<file path="src/rtl/product_acc_pkg.sv">
// Shared types, widths and the accumulate rule for product_accumulator.
// ACC_SATURATE_EN (in the top) selects the clamping form of acc_add.
package product_acc_pkg;

    localparam int unsigned PROD_W    = 8;
    localparam int unsigned CNT_W     = 8;
    localparam int unsigned MAX_ACC_W = 32;

    typedef enum logic {
        ACCUM = 1'b0,
        HOLD  = 1'b1
    } state_t;

    // Returns {clamped, sum}; sum is wrapped or clamped to acc_w bits.
    function automatic logic [MAX_ACC_W:0] acc_add(
        input logic [MAX_ACC_W-1:0] acc,
        input logic [PROD_W-1:0]    prod,
        input int unsigned          acc_w,
        input logic                 sat_en
    );
        logic [MAX_ACC_W:0] raw;
        logic [MAX_ACC_W:0] lim;
        logic [MAX_ACC_W:0] res;
        logic               clamp;
        raw   = {1'b0, acc} + (MAX_ACC_W + 1)'(prod);
        lim   = ((MAX_ACC_W + 1)'(1) << acc_w) - (MAX_ACC_W + 1)'(1);
        res   = raw & lim;
        clamp = 1'b0;
        if (sat_en && (raw > lim)) begin
            res   = lim;
            clamp = 1'b1;
        end
        return {clamp, res[MAX_ACC_W-1:0]};
    endfunction

endpackage

</file>
<file path="src/rtl/product_accumulator_acc_adder.sv">
// Combinational ACC_W-bit accumulate adder with optional saturation clamp.
module acc_adder
    import product_acc_pkg::*;
#(
    parameter int unsigned ACC_W  = 16,
    parameter bit          SAT_EN = 1'b0
) (
    input  logic [ACC_W-1:0]  acc,
    input  logic [PROD_W-1:0] prod,
    output logic [ACC_W-1:0]  sum_c,
    output logic              clamp_c
);

    logic [MAX_ACC_W:0] res;
    logic               unused_res;

    always_comb begin
        res     = acc_add(MAX_ACC_W'(acc), prod, ACC_W, SAT_EN);
        sum_c   = ACC_W'(res);
        clamp_c = res[MAX_ACC_W];
    end

    // Upper result bits above ACC_W are always zero after masking.
    assign unused_res = ^res;

endmodule

</file>
<file path="src/rtl/product_accumulator.sv">
// Sums NUM_TERMS multiplier products per group and hands the total out on valid/ready.
// Define ACC_SATURATE_EN for a clamping add and the sticky sat_flag output.
module product_accumulator
    import product_acc_pkg::*;
#(
    parameter int unsigned ACC_W     = 16,
    parameter int unsigned NUM_TERMS = 4
) (
    input  logic              clk,
    input  logic              reset,
    input  logic [7:0]        prod_in,
    input  logic              prod_done,
    input  logic              clear,
    input  logic              out_ready,
    output logic [ACC_W-1:0]  sum_out,
    output logic              out_valid,
    output logic [7:0]        term_cnt,
    output logic              overrun,
    output logic              acc_busy
`ifdef ACC_SATURATE_EN
    ,
    output logic              sat_flag
`endif
);

`ifdef ACC_SATURATE_EN
    localparam bit SAT_EN = 1'b1;
`else
    localparam bit SAT_EN = 1'b0;
`endif
    localparam logic [CNT_W-1:0] LAST_CNT = CNT_W'(NUM_TERMS);

    state_t             state, state_n;
    logic [ACC_W-1:0]   acc, acc_n, add_base, add_sum_c;
    logic [ACC_W-1:0]   sum_n;
    logic [CNT_W-1:0]   cnt_n, cnt_inc;
    logic               valid_n, ovr_n, busy_n, sat_q, sat_n, clamp_c;

    // An accept-cycle product starts a fresh group, so it adds onto zero.
    assign add_base = (state == HOLD) ? '0 : acc;
    assign cnt_inc  = CNT_W'(term_cnt + 1'b1);

    acc_adder #(.ACC_W(ACC_W), .SAT_EN(SAT_EN)) u_adder (
        .acc     (add_base),
        .prod    (prod_in),
        .sum_c   (add_sum_c),
        .clamp_c (clamp_c)
    );

    always_ff @(posedge clk) begin
        if (!reset) state <= ACCUM;
        else        state <= state_n;
    end

    always_comb begin
        state_n = state;
        if (clear) begin
            state_n = ACCUM;
        end else begin
            case (state)
                ACCUM:   if (prod_done && (cnt_inc == LAST_CNT)) state_n = HOLD;
                HOLD:    if (out_ready && !(prod_done && (NUM_TERMS == 1))) state_n = ACCUM;
                default: state_n = ACCUM;
            endcase
        end
    end

    // Next values of the datapath registers and outputs.
    always_comb begin
        acc_n   = acc;
        cnt_n   = term_cnt;
        sum_n   = sum_out;
        valid_n = out_valid;
        ovr_n   = overrun;
        sat_n   = sat_q;
        if (clear) begin
            acc_n   = '0;
            cnt_n   = '0;
            valid_n = 1'b0;
            ovr_n   = 1'b0;
            sat_n   = 1'b0;
        end else begin
            case (state)
                ACCUM: begin
                    if (prod_done) begin
                        acc_n = add_sum_c;
                        cnt_n = cnt_inc;
                        sat_n = sat_q | clamp_c;
                        if (cnt_inc == LAST_CNT) begin
                            sum_n   = add_sum_c;
                            valid_n = 1'b1;
                        end
                    end
                end
                HOLD: begin
                    if (out_ready) begin
                        valid_n = 1'b0;
                        acc_n   = '0;
                        cnt_n   = '0;
                        sat_n   = 1'b0;
                        if (prod_done) begin
                            acc_n = add_sum_c;
                            cnt_n = CNT_W'(1);
                            sat_n = clamp_c;
                            if (NUM_TERMS == 1) begin
                                sum_n   = add_sum_c;
                                valid_n = 1'b1;
                            end
                        end
                    end else if (prod_done) begin
                        ovr_n = 1'b1;
                    end
                end
                default: ;
            endcase
        end
        busy_n = (state_n == ACCUM) && (cnt_n != '0);
    end

    always_ff @(posedge clk) begin
        if (!reset) begin
            acc       <= '0;
            term_cnt  <= '0;
            sum_out   <= '0;
            out_valid <= 1'b0;
            overrun   <= 1'b0;
            acc_busy  <= 1'b0;
            sat_q     <= 1'b0;
        end else begin
            acc       <= acc_n;
            term_cnt  <= cnt_n;
            sum_out   <= sum_n;
            out_valid <= valid_n;
            overrun   <= ovr_n;
            acc_busy  <= busy_n;
            sat_q     <= sat_n;
        end
    end

`ifdef ACC_SATURATE_EN
    assign sat_flag = sat_q;
`else
    logic unused_sat;
    assign unused_sat = sat_q;
`endif

endmodule

</file>
<file path="config.mk">
export PLATFORM = sky130hd
export DESIGN_NAME = product_accumulator
export DESIGN_NICKNAME = d
export VERILOG_FILES = /design/src/rtl/product_acc_pkg.sv /design/src/rtl/product_accumulator_acc_adder.sv /design/src/rtl/product_accumulator.sv
export SDC_FILE = /design/constraint.sdc
export NUM_CORES = 1
export LEC_CHECK = 0
export ABC_AREA = 1
export ABC_CLOCK_PERIOD_IN_PS = 3150
export CORE_UTILIZATION = 26
export DETAILED_ROUTE_END_ITERATION = 7
export MAX_ROUTING_LAYER = met4
export PLACE_DENSITY = 0.55
export SYNTH_ARGS = -nofsm -noshare
export SYNTH_HDL_FRONTEND = slang
export SYNTH_SLANG_ARGS = --single-unit
export TNS_END_PERCENT = 1
</file>
<file path="constraint.sdc">
create_clock -name clk -period 3.15 [get_ports clk]
set_input_delay 0.4725 -clock clk [delete_from_list [all_inputs] [get_ports clk]]
set_output_delay 0.4725 -clock clk [all_outputs]
set_load 0.005 [all_outputs]
</file>
==> results.toml, run 1 <==
[logic_synthesis]
synthFlopType = "dfxtp_1"
async_reset_ff_share_pct = 0
yosys-top-cells-count = "nand2_1, nor2_1, inv_1, dfxtp_1, nand3_1"
ys_ff_latch = 44
yosys-top-cells-area = "dfxtp_1, nand2_1, nor2_1"
yosysWarnings = 0
synth_area_leader_cell = "dfxtp_1"
synth_edf_count = 0
yosys.area.top_type_share_pct = 31.33
ys_seq_area_share_pct = 31.33
mappedNetlistArea_um2 = 2811
synthCells = 477
ys_types = 25
yosysMostFrequentCell = "nand2_1"
syn_area_per_cell_um2 = 5.894
synth_nets = 501

[worst_setup_path]
start_kind = "register"
cp.arrival_ns = 2.45
endpoint_kind = "register"
worstSetupPathType = "reg -> reg"
critPathRequiredTime_ns = 3.36
crit_path_max_fanout = 8

[flow_run]
cap_violations = 0

[final_layout]
area_delta_synth_final_pct = 22.74
layout.cells.non_filler = 652
antenna_cells = 0
post-route-util_pct = 33.13
layout-drive-gt1-share_pct = 3.488
nNetsFinal = 539
fillers = 1183

[timing]
fin_skew_ns = 0.007298
worst_pin_slew_ns = 0.5651
setup_tns_ns = 0
hold_slack_ns = 0.4675
final-setup-viol-count = 0
rsz0062_at_grt = "no"
finalWorstSetupSlack_ns = 0.9097
layout_min_cycle_time_ns = 2.240
hold_violations = 0
drv_slew = 0
period_share_pct = 71.12
max-slew-margin-rel_pct = 62.09
fmax_mhz = 446.4

[route]
wire_per_inst_um = 11.44
dr.pass1.iters = 4
finalWirelength_um = 7457
drtAntennaViolNets = 0
drc = 0
drt_iter0_drc = 138
via_per_inst = 4.362
num_vias = 2844

[cts]
cts_buffer_depth = 2
cts_resized = 0
clk_pin_slew_worst_paths_ns = 0.09
insertion_delay_ns = 0.31
cts_hold_buf = 0
clockRootBuffer = "clkbuf_8"
numCtsBuffers = 5
clock-sinks = 44
htreeDepth = 2
post-cts-setup-buffers = 0
cts_tree = "yes"

[floorplanning]
dieWidth_um = 106.0
start_util_pct = 26.99
io_pins = 40
die_area_um2 = 11230
core_um2 = 10420
die_h_um = 106.0
num_rows = 37

[hold_path]
hold_class = "reg -> reg"

[global_routing]
grt_pass1_wl_um = 12790
grt_max_degree = 34
overflow = 0
antenna_found_initial = 0
grt_usage_pct = 14.50
grt_pass1_vias = 2779

[outcome]
status = "complete, no violations"

[placement]
dpl.hpwl_um = 5753
gp_congestion = 0.8916
pre_cts_slack_ns = 0.6222
dp.cells = 644
io_buffers = 39

[pwr]
leakagePower_uw = 0.001709
powerDensity_nw_per_um2 = 333.7
peakVddDrop_mv = 0.1558
[kinds of logic (layout without fill, tap and decap cells)]
group,after synthesis,count (layout),synth area share [%]
buffers and inverters,86,125,12.37
AOI/OAI and AO/OA,27,27,5.074
adders and majority gates,11,11,5.162
and+or+nand+nor,301,301,43.57
xor gates and xnor gates,8,8,2.492
DFF,44,44,31.33
[routing by layer]
layer  global-route usage [%]  vias to the layer above  part of all wire (%)
li1                         -                     1519                     -
met1                    17.09                     1273                    47
met2                    26.05                       42                    49
met3                    2.207                       10                   2.9
met4                    2.976                        0                  0.83
met5                        -                        -                     0
[worst paths after layout]
kind	start	end	slack [ns]	depth (start not counted)
worst min register to register	acc[4]	acc[4]	0.47	2
worst max register to register	state	sum_out[9]	0.91	11
worst min-delay path	acc[4]	acc[4]	0.47	2
worst max-delay path	state	sum_out[9]	0.91	11
[critical path, cell delays in order, from the launching register on]
cell	delay, ns
dfxtp_1	0.54
buf_4	0.24
nor2_1	0.08
ha_1	0.35
nand3_1	0.11
nor2_1	0.18
nand3_1	0.15
nand3_1	0.11
nand2_1	0.07
and2_1	0.17
nor2_1	0.08
nor2_1	0.05
[report_power, final]
part / internal [uW] / switching [uW] / total [uW] / leakage [uW]
registers: 562 / 4.76 / 567 / 0.000355
logic: 49.2 / 82.1 / 131 / 0.00130
clock network: 239 / 214 / 454 / 0.0000548
[state kept, by name, indices dropped and copies added (netlist names)]
signal and cells:
acc_busy 1, out_valid 1, overrun 1, sum_out 16, state 1, term_cnt 8, acc 16
[layout by cell type (no fill, tap or decap), types with 2 or more instances in the layout]
cell | synthesis | final
xor2_1 | 5 | 5
dfxtp_1 | 44 | 44
a21oi_1 | 22 | 22
o21ai_0 | 2 | 2
nand2_1 | 176 | 176
clkinv_1 | 2 | 2
nand3b_1 | 3 | 3
inv_1 | 70 | 70
buf_4 | 0 | 5
clkdlybuf4s50_1 | 0 | 39
nor2_1 | 78 | 78
nand4_1 | 8 | 8
clkbuf_8 | 0 | 5
xnor2_1 | 3 | 3
ha_1 | 10 | 10
nand3_2 | 2 | 2
o21a_1 | 2 | 2
nand3_1 | 30 | 30
[cell type report]
type	count	area, um^2	area share (%)
clock buffers	5	68.82	1.994
clock inverters	3	46.29	1.342
inverters	73	274.0	7.941
multi-input cells	347	1583	45.87
flip-flops and latches	44	880.8	25.53
well taps	136	170.2	4.931
repair buffers	44	427.9	12.40
[stage by stage]
| step | total power, uW | area [um^2] |
|---|---|---|
| 2_1_floorplan | 659.9 | 2811 |
| 6_report | 1152 | 3451 |
| 4_1_cts | 1168 | 3451 |
| 3_5_place_dp | 713.1 | 3336 |
| 5_1_grt | 1206 | 3451 |
| 3_3_place_gp | 711.8 | 3336 |
Power figures use the tool's default switching activity.
==> run 2: changes to the inputs <==
- ABC_CLOCK_PERIOD_IN_PS: 3150 -> 2000
- PLACE_DENSITY: 0.55 -> 0.57
- clock period: 3.15 -> 2 ns (I/O delays scaled with it)
==> run 2 against run 1 <==
Against the previous run: routed wire length rose by 8.9%; die area stayed put; sequential power up 57%; core utilization is 4.3 points higher; worst setup slack worse by 0.80 ns; critical endpoint is now acc[10]; highest routed layer unchanged; via count increased by 5.9%; cell count is 6.3% higher; first-iteration DRC count shrank 24%; critical path depth grew 2; sequential cell count is the same; global-route usage grew 1.3 points.
==> results.toml, run 2 (same netlist as run 1, synthesis figures left out) <==
[timing]
rsz0062_at_grt = "yes"
worst_pin_slew_ns = 0.2841
finalWorstSetupSlack_ns = 0.1073
hold_violations = 0
fmax_mhz = 528.4
layout_min_cycle_time_ns = 1.893
drv_slew = 0
max-slew-margin-rel_pct = 81.03
fin_skew_ns = 0.005915
setup_tns_ns = 0
final-setup-viol-count = 0
period_share_pct = 94.63

[floorplanning]
die_h_um = 106.0
die_area_um2 = 11230
num_rows = 37
dieWidth_um = 106.0
start_util_pct = 26.99
io_pins = 40
core_um2 = 10420

[cts]
htreeDepth = 2
cts_tree = "yes"
cts_buffer_depth = 2
clock-sinks = 44
clk_pin_slew_worst_paths_ns = 0.08
cts_hold_buf = 0
insertion_delay_ns = 0.30
numCtsBuffers = 5
clockRootBuffer = "clkbuf_8"

[worst_setup_path]
slowest_stage = "dfxtp_4"
endpoint_kind = "register"
cp.arrival_ns = 2.12
slowest_delay_ns = 0.41
cpMostUsedCell = "nand2_1"
crit_path_max_fanout = 6
path_cells = "buf_12, nor2_1, ha_1, buf_4, nand2_1, inv_2, a21oi_2, nand2_2, nand2_1, nand3_1, nand2_1, nand2_1, a21oi_1"
start_kind = "register"
worstSetupPathType = "reg -> reg"
critPathRequiredTime_ns = 2.23

[pwr]
clock_power_share_pct = 33.2
p_total_uw = 1779
combPwrFrac_pct = 16.8
swShare_pct = 26.59
intPower_uw = 1306
seqPwrFrac_pct = 49.9
powerDensity_nw_per_um2 = 455.9
leakagePower_uw = 0.001927
peakVddDrop_mv = 0.2182
p_switching_uw = 473.0

[final_layout]
nNetsFinal = 580
layout_common_cells = "nand2_1, nor2_1, inv_1"
final_common_cell = "nand2_1"
antenna_cells = 0
post-route-util_pct = 37.47
area_delta_synth_final_pct = 38.81
top_regs = "acc x16, sum_out x16, term_cnt x8"
layout-drive-gt1-share_pct = 15.98

[placement]
pre_cts_slack_ns = -0.2601
dpl.hpwl_um = 6224
gp_congestion = 0.9027
io_buffers = 39

[route]
finalWirelength_um = 8117
drtAntennaViolNets = 0
wire_per_inst_um = 11.71
dr.pass1.iters = 4
via_per_inst = 4.345
drc = 0
num_vias = 3011
drt_iter0_drc = 105

[global_routing]
grt_pass1_vias = 2894
overflow = 0
antenna_found_initial = 0
grt_pass1_wl_um = 13800
grt_max_degree = 34
grt_usage_pct = 15.78

[outcome]
status = "complete, no violations"

[flow_run]
cap_violations = 0

[hold_path]
hold_class = "reg -> reg"
run 2: final timing paths:
check        cells after the start   start  slack (ns)       to
max                             13   state        0.11  acc[10]
min                              2  acc[5]        0.46   acc[5]
max reg2reg                     13   state        0.11  acc[10]
min reg2reg                      2  acc[5]        0.46   acc[5]
run 2: layout make-up:
cell class                 instances  area, um^2
timing repair buffer              85       785.8
clock buffer                       7       86.33
clock inverter                     1       7.507
fill                            1127        6514
sequential                        44       884.6
tap                              136       170.2
multi-input combinational        347        1690
inverter                          73       277.8
run 2: critical path, delay by kind of cell, from the launching register on:
family / cells / cell delay [ns]
AND/OR/NAND/NOR: 7 / 0.52
adder cells (fa/ha/maj): 1 / 0.33
AO/OA/AOI/OAI: 2 / 0.24
buffers and inverters: 3 / 0.33
flip-flops: 1 / 0.41
run 2: power by group through the flow:
stage	Combinational, uW	Clock (uW)	Sequential (uW)
after floorplan	128	0	911
after global placement	277	0	910
after detailed placement	279	0	910
after CTS	281	614	888
after global routing	330	660	890
final	299	591	888
run 2: stage by stage:
step                      hold slack, ns  cell area (um^2)  instances
after floorplan                   0.4428              2816        477
after global placement            0.4516              3630        678
after detailed placement          0.4560              3630        678
after CTS                         0.4694              3754        688
after global routing              0.4858              3902        693
final                             0.4637              3902        693
run 2: timing repair:
| item | in CTS | in global routing |
|---|---|---|
| setup buffers | 2 | 5 |
| endpoints found under the hold margin | 0 | 0 |
| gates resized for setup | 1 | 30 |
| gates cloned | 0 | 0 |
| endpoints found under the setup margin | 10 | 23 |
| pin swaps | 0 | 14 |
run 2: per-layer routing:
metal / global-route usage [%] / up-vias / part of all wire, %
met4: 4.663 / 0 / 1.9
li1: - / 1599 / -
met3: 2.514 / 15 / 2.7
met2: 27.26 / 55 / 49
met1: 18.87 / 1342 / 46
met5: - / - / 0
==> edit 1: new RTL, flow settings as in run 1 <==
`SAT_EN` is set to 1'b0 in 2 places; all go to 1'b1.
--- a/src/rtl/product_accumulator_acc_adder.sv
+++ b/src/rtl/product_accumulator_acc_adder.sv
@@ -3,7 +3,7 @@
     import product_acc_pkg::*;
 #(
     parameter int unsigned ACC_W  = 16,
-    parameter bit          SAT_EN = 1'b0
+    parameter bit          SAT_EN = 1'b1
 ) (
     input  logic [ACC_W-1:0]  acc,
     input  logic [PROD_W-1:0] prod,
--- a/src/rtl/product_accumulator.sv
+++ b/src/rtl/product_accumulator.sv
@@ -26,7 +26,7 @@
 `ifdef ACC_SATURATE_EN
     localparam bit SAT_EN = 1'b1;
 `else
-    localparam bit SAT_EN = 1'b0;
+    localparam bit SAT_EN = 1'b1;
 `endif
     localparam logic [CNT_W-1:0] LAST_CNT = CNT_W'(NUM_TERMS);
 
Formal check against the unedited RTL: no difference found for any inputs over 4 cycles, from zero or initial values and one cycle with reset low; that may be too few to reach the edited logic, so the function may still have changed.
==> edit 1 against run 1 <==
  * Via count down 5.8%
  * Combinational power up 9.9%
  * Total power down 6.0%
  * Wire length down 2.3%
  * Sequential cell count unchanged
  * Cell area down 4.7%
  * Synthesized area down 5.6%
  * Synthesized cell count down 12%
  * Setup slack worse by 0.30 ns
  * Critical path type is now primary input to register
==> edit 1: results (changes against run 1) <==
drt_first_iter_violations: 119  # was 138
yosysUniqueCellTypes: 32  # was 25
synth_seq_area_share: 0.332  # was 0.313
period_minus_slack_ns: 2.55  # was 2.24 ns
ys_top_cells_by_count: "nand2_1 (111), nor2_1 (72), inv_1 (51)"  # was nand2_1 (176), nor2_1 (78), inv_1 (70)
critPathMaxFanout: 8  # unchanged
grt_start_max_net_pins: 19  # was 34
r2r_end: "acc[10]$_SDFFE_PP0P_"  # was sum_out[9]$_SDFFE_PN0P_
post-place-cells: 587  # was 644
gp_congestion: 0.898  # was 0.892
rrSetupSlack_ns: 0.71  # was 0.91 ns
cp_data_arrival_time_ns: 2.78  # was 2.45 ns
worst-setup-path-type: "primary input to register"  # was register to register
max_slew_margin: 0.543  # was 0.621
fin_cells: 595  # was 652
slowest_delay_ns: 0.47  # was 0.54 ns
synth.net_count: 441  # was 501
fin_nets: 484  # was 539
grt_first_pass_wirelength_um: 11900  # was 12800 um
status: "complete, no violations"  # unchanged
worstHoldStart: "acc[0]$_SDFFE_PP0P_"  # was acc[4]$_SDFFE_PP0P_
leakagePower_uw: 0.00148  # was 0.00171 uW
peakVddDrop_mv: 0.145  # was 0.156 mV
grt_pass1_vias: 2430  # was 2779
post-place-ws_ns: 0.281  # was 0.622 ns
drive_above_1_share: 0.0671  # was 0.0349
crit_family: "simple AND/OR/NAND/NOR gates"  # unchanged
worst_path_max_delay_cell: "clkdlybuf4s50_1"  # was dfxtp_1
synth_area_leaders: "dfxtp_1 (33%), nand2_1 (16%), nor2_1 (10%)"  # was dfxtp_1 (31%), nand2_1 (23%), nor2_1 (10%)
antenna_found_initial: 0  # unchanged
post_drt_wl_per_cell_um: 12.2  # was 11.4 um
detail_route.vias_per_cell: 4.50  # was 4.36
startpoint: "prod_in[0]"  # was state$_SDFF_PN0_
syn_inst: 418  # was 477
placed_area_um2: 3200  # was 3340 um^2
clock_skew_ns: 0.00831  # was 0.00730 ns
post-dp-hpwl_um: 5610  # was 5750 um
reg2reg_depth: 12  # was 11
track_usage: 0.148  # was 0.145
==> edit 1: cell types whose count changed after synthesis, sizes merged, moves of 4 or more <==
cell,change
o21ai,+24
inv,-18
nor3,+9
buf,-4
nand4,-5
nand2,-61
nor2,-4
==> edit 1: how the worst min path moves through the flow <==
stage | slack [ns] | cells past startpoint | end
2_1_floorplan | 0.44 | 2 | acc[13]$_SDFFE_PP0P_
3_3_place_gp | 0.46 | 2 | acc[13]$_SDFFE_PP0P_
3_5_place_dp | 0.46 | 2 | acc[0]$_SDFFE_PP0P_
4_1_cts | 0.47 | 2 | acc[0]$_SDFFE_PP0P_
5_1_grt | 0.49 | 2 | acc[0]$_SDFFE_PP0P_
6_report | 0.47 | 2 | acc[0]$_SDFFE_PP0P_
==> edit 1: final cells by class <==
class | instances | area [um^2]
Clock buffer | 8 | 90.1
Fill cell | 1104 | 6530
Inverter | 54 | 203
Multi-Input combinational cell | 311 | 1510
Sequential cell | 44 | 881
Tap cell | 133 | 166
Timing Repair Buffer | 45 | 435
==> edit 1: where the power goes <==
group	total, uW	switching (uW)	internal (uW)
clock	369	190	179
sequential	570	5.50	564
combinational	144	84.6	59.2
==> edit 1: routing by layer <==
metal	global-route usage	share of wire	vias to the layer above
met4	0.0336	0.011	0
li1	-	-	1407
met2	0.225	0.45	41
met5	-	0	-
met1	0.206	0.50	1222
met3	0.0224	0.034	10
==> edit 1: kinds of logic (layout without fill, tap and decap cells) <==
family | after synthesis | in the layout | synth area share
AND/OR/NAND/NOR | 241 | 241 | 0.394
buffers and inverters | 63 | 107 | 0.0976
XOR/XNOR | 7 | 7 | 0.0231
flip-flops | 44 | 44 | 0.332
adder cells (fa/ha/maj) | 10 | 10 | 0.0500
AO/OA/AOI/OAI | 53 | 53 | 0.104
==> edit 2: new RTL, config.mk and constraints of run 1 <==
Without the edit above. Put one more register stage on the output `term_cnt`, without a reset. The value now appears one clock later. The other outputs are not delayed to match.
--- a/src/rtl/product_accumulator.sv
+++ b/src/rtl/product_accumulator.sv
@@ -30,6 +30,8 @@
 `endif
     localparam logic [CNT_W-1:0] LAST_CNT = CNT_W'(NUM_TERMS);
 
+    logic [7:0] term_cnt_s0;
+
     state_t             state, state_n;
     logic [ACC_W-1:0]   acc, acc_n, add_base, add_sum_c;
     logic [ACC_W-1:0]   sum_n;
@@ -38,7 +40,7 @@
 
     // An accept-cycle product starts a fresh group, so it adds onto zero.
     assign add_base = (state == HOLD) ? '0 : acc;
-    assign cnt_inc  = CNT_W'(term_cnt + 1'b1);
+    assign cnt_inc  = CNT_W'(term_cnt_s0 + 1'b1);
 
     acc_adder #(.ACC_W(ACC_W), .SAT_EN(SAT_EN)) u_adder (
         .acc     (add_base),
@@ -68,7 +70,7 @@
     // Next values of the datapath registers and outputs.
     always_comb begin
         acc_n   = acc;
-        cnt_n   = term_cnt;
+        cnt_n   = term_cnt_s0;
         sum_n   = sum_out;
         valid_n = out_valid;
         ovr_n   = overrun;
@@ -120,7 +122,7 @@
     always_ff @(posedge clk) begin
         if (!reset) begin
             acc       <= '0;
-            term_cnt  <= '0;
+            term_cnt_s0 <= '0;
             sum_out   <= '0;
             out_valid <= 1'b0;
             overrun   <= 1'b0;
@@ -128,7 +130,7 @@
             sat_q     <= 1'b0;
         end else begin
             acc       <= acc_n;
-            term_cnt  <= cnt_n;
+            term_cnt_s0 <= cnt_n;
             sum_out   <= sum_n;
             out_valid <= valid_n;
             overrun   <= ovr_n;
@@ -144,5 +146,9 @@
     assign unused_sat = sat_q;
 `endif
 
+    always_ff @(posedge clk) begin
+        term_cnt <= term_cnt_s0;
+    end
+
 endmodule
 
Behaviour: not the same (Yosys sat finds a counterexample within 4 cycles, from zero or initial values and one cycle with reset low).
==> edit 2 against run 1 <==
  * Clock power rose by 54%
  * Setup slack got worse by 0.046 ns
  * Wire length fell by 0.80%
  * Utilization rose by 0.28 points
  * Sequential power rose by 18%
  * Non-clock buffer count fell by 1
  * Worst hold slack got worse by 0.074 ns
  * Cell area rose by 6.3%
  * Total power rose by 30%
  * Via count rose by 1.3%
  * Synthesized area rose by 5.7%
  * First-iteration DRC count rose by 13%
  * Sequential cell count rose by 8
  * Largest power group is now clock
==> edit 2: results (changes against run 1) <==
n_fill_cell: 1178  # was 1183
ys_top_cells_by_count: "nand2_1 (175), inv_1 (69), nor2_1 (69)"  # was nand2_1 (176), nor2_1 (78), inv_1 (70)
grt_first_pass_wirelength_um: 12700  # was 12800 um
drt_first_iter_violations: 156  # was 138
multi_input_cells: 342  # was 347
critPathMaxFanout: 7  # was 8
period_minus_slack_ns: 2.29  # was 2.24 ns
hold_slack_ns: 0.393  # was 0.467 ns
status: "complete, no violations"  # unchanged
gp_congestion: 0.858  # was 0.892
reg2reg_depth: 12  # was 11
drive_above_1_share: 0.0406  # was 0.0349
post-place-cells: 650  # was 644
hold_end: "term_cnt[7]$_DFF_P_"  # was acc[4]$_SDFFE_PP0P_
clk_share: 0.0505  # was 0.0334
grt_start_max_net_pins: 35  # was 34
design_area_um2: 3670  # was 3450 um^2
r2r_end: "sum_out[10]$_SDFFE_PN0P_"  # was sum_out[9]$_SDFFE_PN0P_
synth_compound_area_frac: 0.0497  # was 0.0507
multi_input_area_share: 0.429  # was 0.459
synth.net_count: 504  # was 501
worst_path_max_delay_cell: "fa_1"  # was dfxtp_1
n_sequential_cell: 52  # was 44
fin_nets: 541  # was 539
seq_share: 0.284  # was 0.255
max_slew_margin: 0.473  # was 0.621
fin_cells: 657  # was 652
clk-power_uw: 701  # was 454 uW
hold_depth: 0  # was 2
worstHoldStart: "term_cnt_s0[7]$_SDFF_PN0_"  # was acc[4]$_SDFFE_PP0P_
rrSetupSlack_ns: 0.88  # was 0.91 ns
signal_buffers: 43  # was 44
post-place-ws_ns: 0.587  # was 0.622 ns
syn_inst: 480  # was 477
clk_pin_slew_worst_paths_ns: 0.07  # was 0.09 ns
grt_pass1_vias: 2775  # was 2779
top_regs: "acc (16), sum_out (16)"  # was acc (16), sum_out (16), term_cnt (8)
p_int_uw: 1170  # was 850 uW
synthAdderAreaFrac: 0.0489  # was 0.0516
wl_um: 7400  # was 7460 um
peakVddDrop_mv: 0.218  # was 0.156 mV
## edit 2: worst max-delay path by stage
stage	cells past startpoint	startpoint	endpoint
floorplan	13	state$_SDFF_PN0_	sum_out[12]$_SDFFE_PN0P_
global placement	12	prod_in[0]	sum_out[12]$_SDFFE_PN0P_
detailed placement	12	prod_in[0]	sum_out[12]$_SDFFE_PN0P_
CTS	12	state$_SDFF_PN0_	sum_out[12]$_SDFFE_PN0P_
global route	12	state$_SDFF_PN0_	sum_out[12]$_SDFFE_PN0P_
finish	12	prod_in[0]	sum_out[12]$_SDFFE_PN0P_
## edit 2: metal layers
layer  vias to the layer above  track usage  wire length (um)
li1                       1530            -                 -
met1                      1289        0.167              3420
met2                        51        0.237              3620
met3                        12       0.0233               237
met4                         0       0.0386               123
met5                         -            -                 0
